## src/rtl/disp_src_mux.sv

```systemverilog
`default_nettype none
// ============================================================================
// Module   : disp_src_mux
// Brief    : Registered N-channel BCD digit-group selector with auto-scan,
//            blink/blank and invalid-select guard for the display path.
// Revision : 1.0
// ============================================================================
module disp_src_mux #(
    parameter int             NCH        = 4,
    parameter int             NDIG       = 2,
    parameter int             DW         = 4,
    parameter int             SELW       = 2,
    parameter int             DWELL      = 5,
    parameter logic [DW-1:0]  BLANK_CODE = 4'hF
) (
    input  logic                   clk,
    input  logic                   rst,
    input  logic                   tick,
    input  logic                   mode,
    input  logic [SELW-1:0]        sel,
    input  logic [NCH*NDIG*DW-1:0] din,
    input  logic                   blink_en,
    output logic [NDIG*DW-1:0]     s_out,
    output logic [SELW-1:0]        cur_ch,
    output logic                   ch_chg,
    output logic                   sel_err
);

    localparam int               c_grp_w      = NDIG * DW;
    localparam int               c_nsel       = 2 ** SELW;
    localparam logic [SELW:0]    c_nch        = (SELW+1)'(NCH);
    localparam logic [SELW-1:0]  c_last_ch    = SELW'(NCH - 1);
    localparam logic [SELW-1:0]  c_one_ch     = SELW'(1);
    localparam logic [7:0]       c_dwell_last = 8'(DWELL - 1);

    // Full 2**SELW table so any select value indexes in range; unused slots read zero.
    logic [c_grp_w-1:0] w_grp [c_nsel];

    generate
        for (genvar c = 0; c < c_nsel; c++) begin : g_grp
            if (c < NCH) begin : g_used
                assign w_grp[c] = din[c*c_grp_w +: c_grp_w];
            end else begin : g_unused
                assign w_grp[c] = '0;
            end
        end
    endgenerate

    logic [SELW-1:0]    r_cur_ch;
    logic [7:0]         r_cnt;
    logic               r_phase;
    logic [c_grp_w-1:0] r_s_out;
    logic               r_ch_chg;
    logic               r_sel_err;

    logic               w_sel_ok;
    logic [SELW-1:0]    w_ch_next;
    logic [7:0]         w_cnt_next;
    logic               w_err_next;
    logic               w_phase_next;
    logic [c_grp_w-1:0] w_s_out_next;

    always_comb begin
        w_sel_ok   = ({1'b0, sel} < c_nch);
        w_ch_next  = r_cur_ch;
        w_cnt_next = r_cnt;
        w_err_next = 1'b0;
        if (!mode) begin
            w_cnt_next = '0;
            if (w_sel_ok) begin
                w_ch_next = sel;
            end else begin
                w_err_next = 1'b1;
            end
        end else if (tick) begin
            if (r_cnt >= c_dwell_last) begin
                w_cnt_next = '0;
                w_ch_next  = (r_cur_ch == c_last_ch) ? '0 : r_cur_ch + c_one_ch;
            end else begin
                w_cnt_next = r_cnt + 8'd1;
            end
        end
        // Output is built from the post-edge channel and phase so simultaneous
        // advance and blink toggle land together.
        w_phase_next = blink_en & (r_phase ^ tick);
        w_s_out_next = w_phase_next ? {NDIG{BLANK_CODE}} : w_grp[w_ch_next];
    end

    always_ff @(posedge clk) begin
        if (rst) begin
            r_cur_ch  <= '0;
            r_cnt     <= '0;
            r_phase   <= 1'b0;
            r_s_out   <= '0;
            r_ch_chg  <= 1'b0;
            r_sel_err <= 1'b0;
        end else begin
            r_cur_ch  <= w_ch_next;
            r_cnt     <= w_cnt_next;
            r_phase   <= w_phase_next;
            r_s_out   <= w_s_out_next;
            r_ch_chg  <= (w_ch_next != r_cur_ch);
            r_sel_err <= w_err_next;
        end
    end

    assign s_out   = r_s_out;
    assign cur_ch  = r_cur_ch;
    assign ch_chg  = r_ch_chg;
    assign sel_err = r_sel_err;

endmodule
`default_nettype wire

```

## config.mk

```make
export PLATFORM = sky130hd
export DESIGN_NAME = disp_src_mux
export DESIGN_NICKNAME = d
export VERILOG_FILES = /design/src/rtl/disp_src_mux.sv
export SDC_FILE = /design/constraint.sdc
export NUM_CORES = 1
export LEC_CHECK = 0
export CAP_MARGIN = 25
export CELL_PAD_IN_SITES_DETAIL_PLACEMENT = 1
export CELL_PAD_IN_SITES_GLOBAL_PLACEMENT = 1
export CORE_MARGIN = 3
export CORE_UTILIZATION = 30
export DETAILED_ROUTE_END_ITERATION = 10
export PLACE_DENSITY = 0.82
export SYNTH_ARGS = -nofsm -noshare
export SYNTH_HDL_FRONTEND = slang
export SYNTH_SLANG_ARGS = --single-unit
```

## constraint.sdc

```tcl
create_clock -name clk -period 2.4 [get_ports clk]
set_clock_uncertainty 0.2 [all_clocks]
set_input_delay 0.36 -clock clk [delete_from_list [all_inputs] [get_ports clk]]
set_output_delay 0.36 -clock clk [all_outputs]
set_load 0.02 [all_outputs]
```

==> metrics.txt <==
pwr dens 508.0 mW/mm^2; Slew @ Worst Pin 516.8 ps; Post-CTS Setup Repair Bufs 0; initial antenna violation count 0; Switching Power 238.2 uW; Fin. Hold Viols 0; largest net degree at the start of global routing 17; r2r setup slk 170 ps; max-cap viol count 0; share of layout cells above drive strength 1 0.1386; Flop pwr share 0.404; GRT Total Usage 0.1544; slew margin rel. 0.6542; via count 1060; status completed; WL final 3147 um; final instance area 0.001764 mm^2; WL met3 298 um; Clk pwr share 0.288; H-tree depth 1; XOR/XNOR Fraction of Synth Area 0.04789; largest family of logic cells by synthesized area simple AND/OR/NAND/NOR gates; syn_nets 148; Starting Density 0.3188; clock-pin slew on the worst setup and hold paths 80 ps; Synth Area in Compound Gates 0.1152; antenna-violating nets left 0; CTS max path bufs 2; first-pass GRT wire length 5278 um; nets@finish 209; Setup CP Type reg -> reg; Std-Cell Rows 21; Final Core Density 0.5125; P_int 657.9 uW; Die Ht 66.48 um; PortBufs 49; CP Launch Type flip-flop; post-synthesis simple-gate area fraction 0.2166; DIE AREA 0.004420 mm^2; CP max stage cell or4b_1; Worst setup EP type flip-flop; wl on met1 1166 um; final worst-path cycle share 0.9312; post-layout worst setup margin 165.1 ps; Synth Warn # 0; fill cell count 414; critical path, cell by cell ha_1 -> or4b_1 -> a41o_1 -> buf_12 -> mux2i_1 -> a221oi_1; vias per inst 5.000; drt drc 0; die width 66.48 um; total chip power 896.2 uW; f_max 447.4 MHz; Post-Syn Area 0.001097 mm^2; CP arrival 2190 ps; Critical Path RT 2350 ps; I/O pin count 51; RSZ-0062 raised after global routing no; placed cell area 0.001700 mm^2; Syn Area/Cell 10.35 um^2; post-place setup slack -162.9 ps; Slew Viols, Final 0; Gate Count Post-Synth 106; Max rail drop VDD 0.1819 mV; Leak Pwr 0.7077 nW; WL/cell 14.84 um; register bit count reported by yosys 20; grt ovf 0; Sw Ratio 0.2658; CTS Hold Bufs 0; Max Used Layer met4; global placement routability congestion 0.7374; DR iter-0 viols 19; CTS tree built; WL met2 1678 um; min Tclk post-route 2235 ps; HP Class reg -> reg; multi-input combinational cell area 646.9 um^2; mux share of post-synthesis cell area 0.1642; Layout Area Growth over Synthesis 60.78%; CP max stage delay 500 ps; clock sink count 20; Placeable Area 0.003442 mm^2; adder-cell area share of the yosys netlist 0.03421; CP max FO 16; combinational power share 0.307; setup violators final 0; register area share after synthesis 0.3649; hpwl dp 2716 um; Netlist cell types 35; vias in the first global route 1207; clock latency on the worst-skew pair 250 ps; clk root buf clkbuf_8; router iterations before antenna repair 4; cts bufs inserted 3; FF/Latch Area 400.4 um^2; Antenna Cells 0
power groups by stage:
stage | clock [mW] | combinational (mW) | sequential, mW
final | 0.258 | 0.275 | 0.362
after global routing | 0.277 | 0.297 | 0.365
after CTS | 0.262 | 0.277 | 0.363
after detailed placement | 0 | 0.275 | 0.370
after global placement | 0 | 0.268 | 0.369
after floorplan | 0 | 0.109 | 0.396
kinds of logic (layout without fill, tap and decap cells):
kind of cell	count (synthesis)	in the layout
mux	18	18
other cells	1	1
flops	20	20
buf+inv	8	68
fa+ha+maj	3	3
xor+xnor	6	6
simple gates	35	35
compound gates	15	15
flip-flops by register name, summed over array words and instances, names as in the netlist:
register	flops
cur_ch	2
r_phase	1
s_out	8
r_cnt	8
ch_chg	1
placed cells by master (no fill, tap or decap), drive strengths merged, types with 2 or more instances in the layout:
cell type,n
a21oi,2
a221oi,7
a41o,2
buf,12
clkbuf,4
clkdlybuf4s50,49
dfxtp,20
ha,3
inv,3
mux2i,18
nand2,4
nand3b,2
nand4,2
nor2,13
nor3,2
nor3b,3
nor4,4
xnor2,3
xor2,3
final cells by class:
class,count,area share
Clock buffer,4,0.03121
Inverter,3,0.006383
Multi-Input combinational cell,78,0.3667
Sequential cell,20,0.2270
Tap cell,46,0.03262
Timing Repair Buffer,61,0.3362
per-layer routing:
metal | up-vias | global-route usage
li1 | 512 | -
met1 | 505 | 0.1513
met2 | 41 | 0.3024
met3 | 2 | 0.05734
met4 | 0 | 0.03299
met5 | - | 0
cells in the mapped netlist:
| cell type | count | area (um^2) |
|---|---|---|
| and2_1 | 1 | 6.260 |
| mux2i_1 | 18 | 180.2 |
| nor4_4 | 2 | 42.54 |
| xnor2_1 | 3 | 26.28 |
| nand4_1 | 2 | 12.51 |
| nor2_1 | 13 | 48.80 |
| conb_1 | 1 | 3.750 |
| nand3b_1 | 2 | 15.01 |
| o31a_1 | 1 | 8.760 |
| nor3_1 | 1 | 5.000 |
| inv_1 | 3 | 11.26 |
| buf_4 | 1 | 7.510 |
| nor4bb_1 | 1 | 10.01 |
| a41o_1 | 1 | 10.01 |
| a31oi_1 | 1 | 6.260 |
| buf_12 | 1 | 20.02 |
| nor3b_1 | 3 | 22.52 |
| nor3_2 | 1 | 10.01 |
| a311oi_1 | 1 | 8.760 |
| a221oi_1 | 7 | 61.31 |
| nor4b_2 | 1 | 15.01 |
| ha_1 | 3 | 37.54 |
| or4b_1 | 1 | 10.01 |
| a41o_2 | 1 | 11.26 |
| xor2_1 | 3 | 26.28 |
| nand2b_1 | 1 | 6.260 |
| buf_6 | 1 | 11.26 |
| dfxtp_1 | 20 | 400.4 |
| buf_2 | 1 | 5.000 |
| o21ba_2 | 1 | 10.01 |
| a21oi_1 | 2 | 10.01 |
| clkbuf_1 | 1 | 3.750 |
| nor4_1 | 1 | 6.260 |
| nand2_1 | 4 | 15.01 |
| nor4_2 | 1 | 12.51 |
final timing paths:
path,from,to,cells after the start
min reg2reg,r_cnt[3]$_SDFFE_PP0P_,r_cnt[3]$_SDFFE_PP0P_,1
max,cur_ch[0]$_SDFF_PP0_,s_out[3]$_SDFF_PP0_,6
min,r_cnt[3]$_SDFFE_PP0P_,r_cnt[3]$_SDFFE_PP0P_,1
max reg2reg,cur_ch[0]$_SDFF_PP0_,s_out[3]$_SDFF_PP0_,6
what timing repair did:
item / in CTS / in global routing
endpoints found under the hold margin: 0 / 0
gates resized for setup: 0 / 1
endpoints found under the setup margin: 0 / 7
per-stage QoR:
| stage | hold slack (ps) | instances | TNS [ps] |
|---|---|---|---|
| 2_1_floorplan | 237.5 | 106 | 0 |
| 3_3_place_gp | 305.2 | 208 | -177.0 |
| 3_5_place_dp | 327.2 | 208 | -1047 |
| 4_1_cts | 335.3 | 212 | 0 |
| 5_1_grt | 370.1 | 212 | 0 |
| 6_report | 329.1 | 212 | 0 |
worst max-delay path, delay by kind of cell, from the launching register on:
kind                       cells  cell delay [ps]
and+or+nand+nor                1              500
AOI/OAI and AO/OA              2              600
muxes                          1              130
buffers and inverters          1              170
adders and majority gates      1              200
DFF                            1              320
No activity file was read; power rests on OpenSTA's default activity.
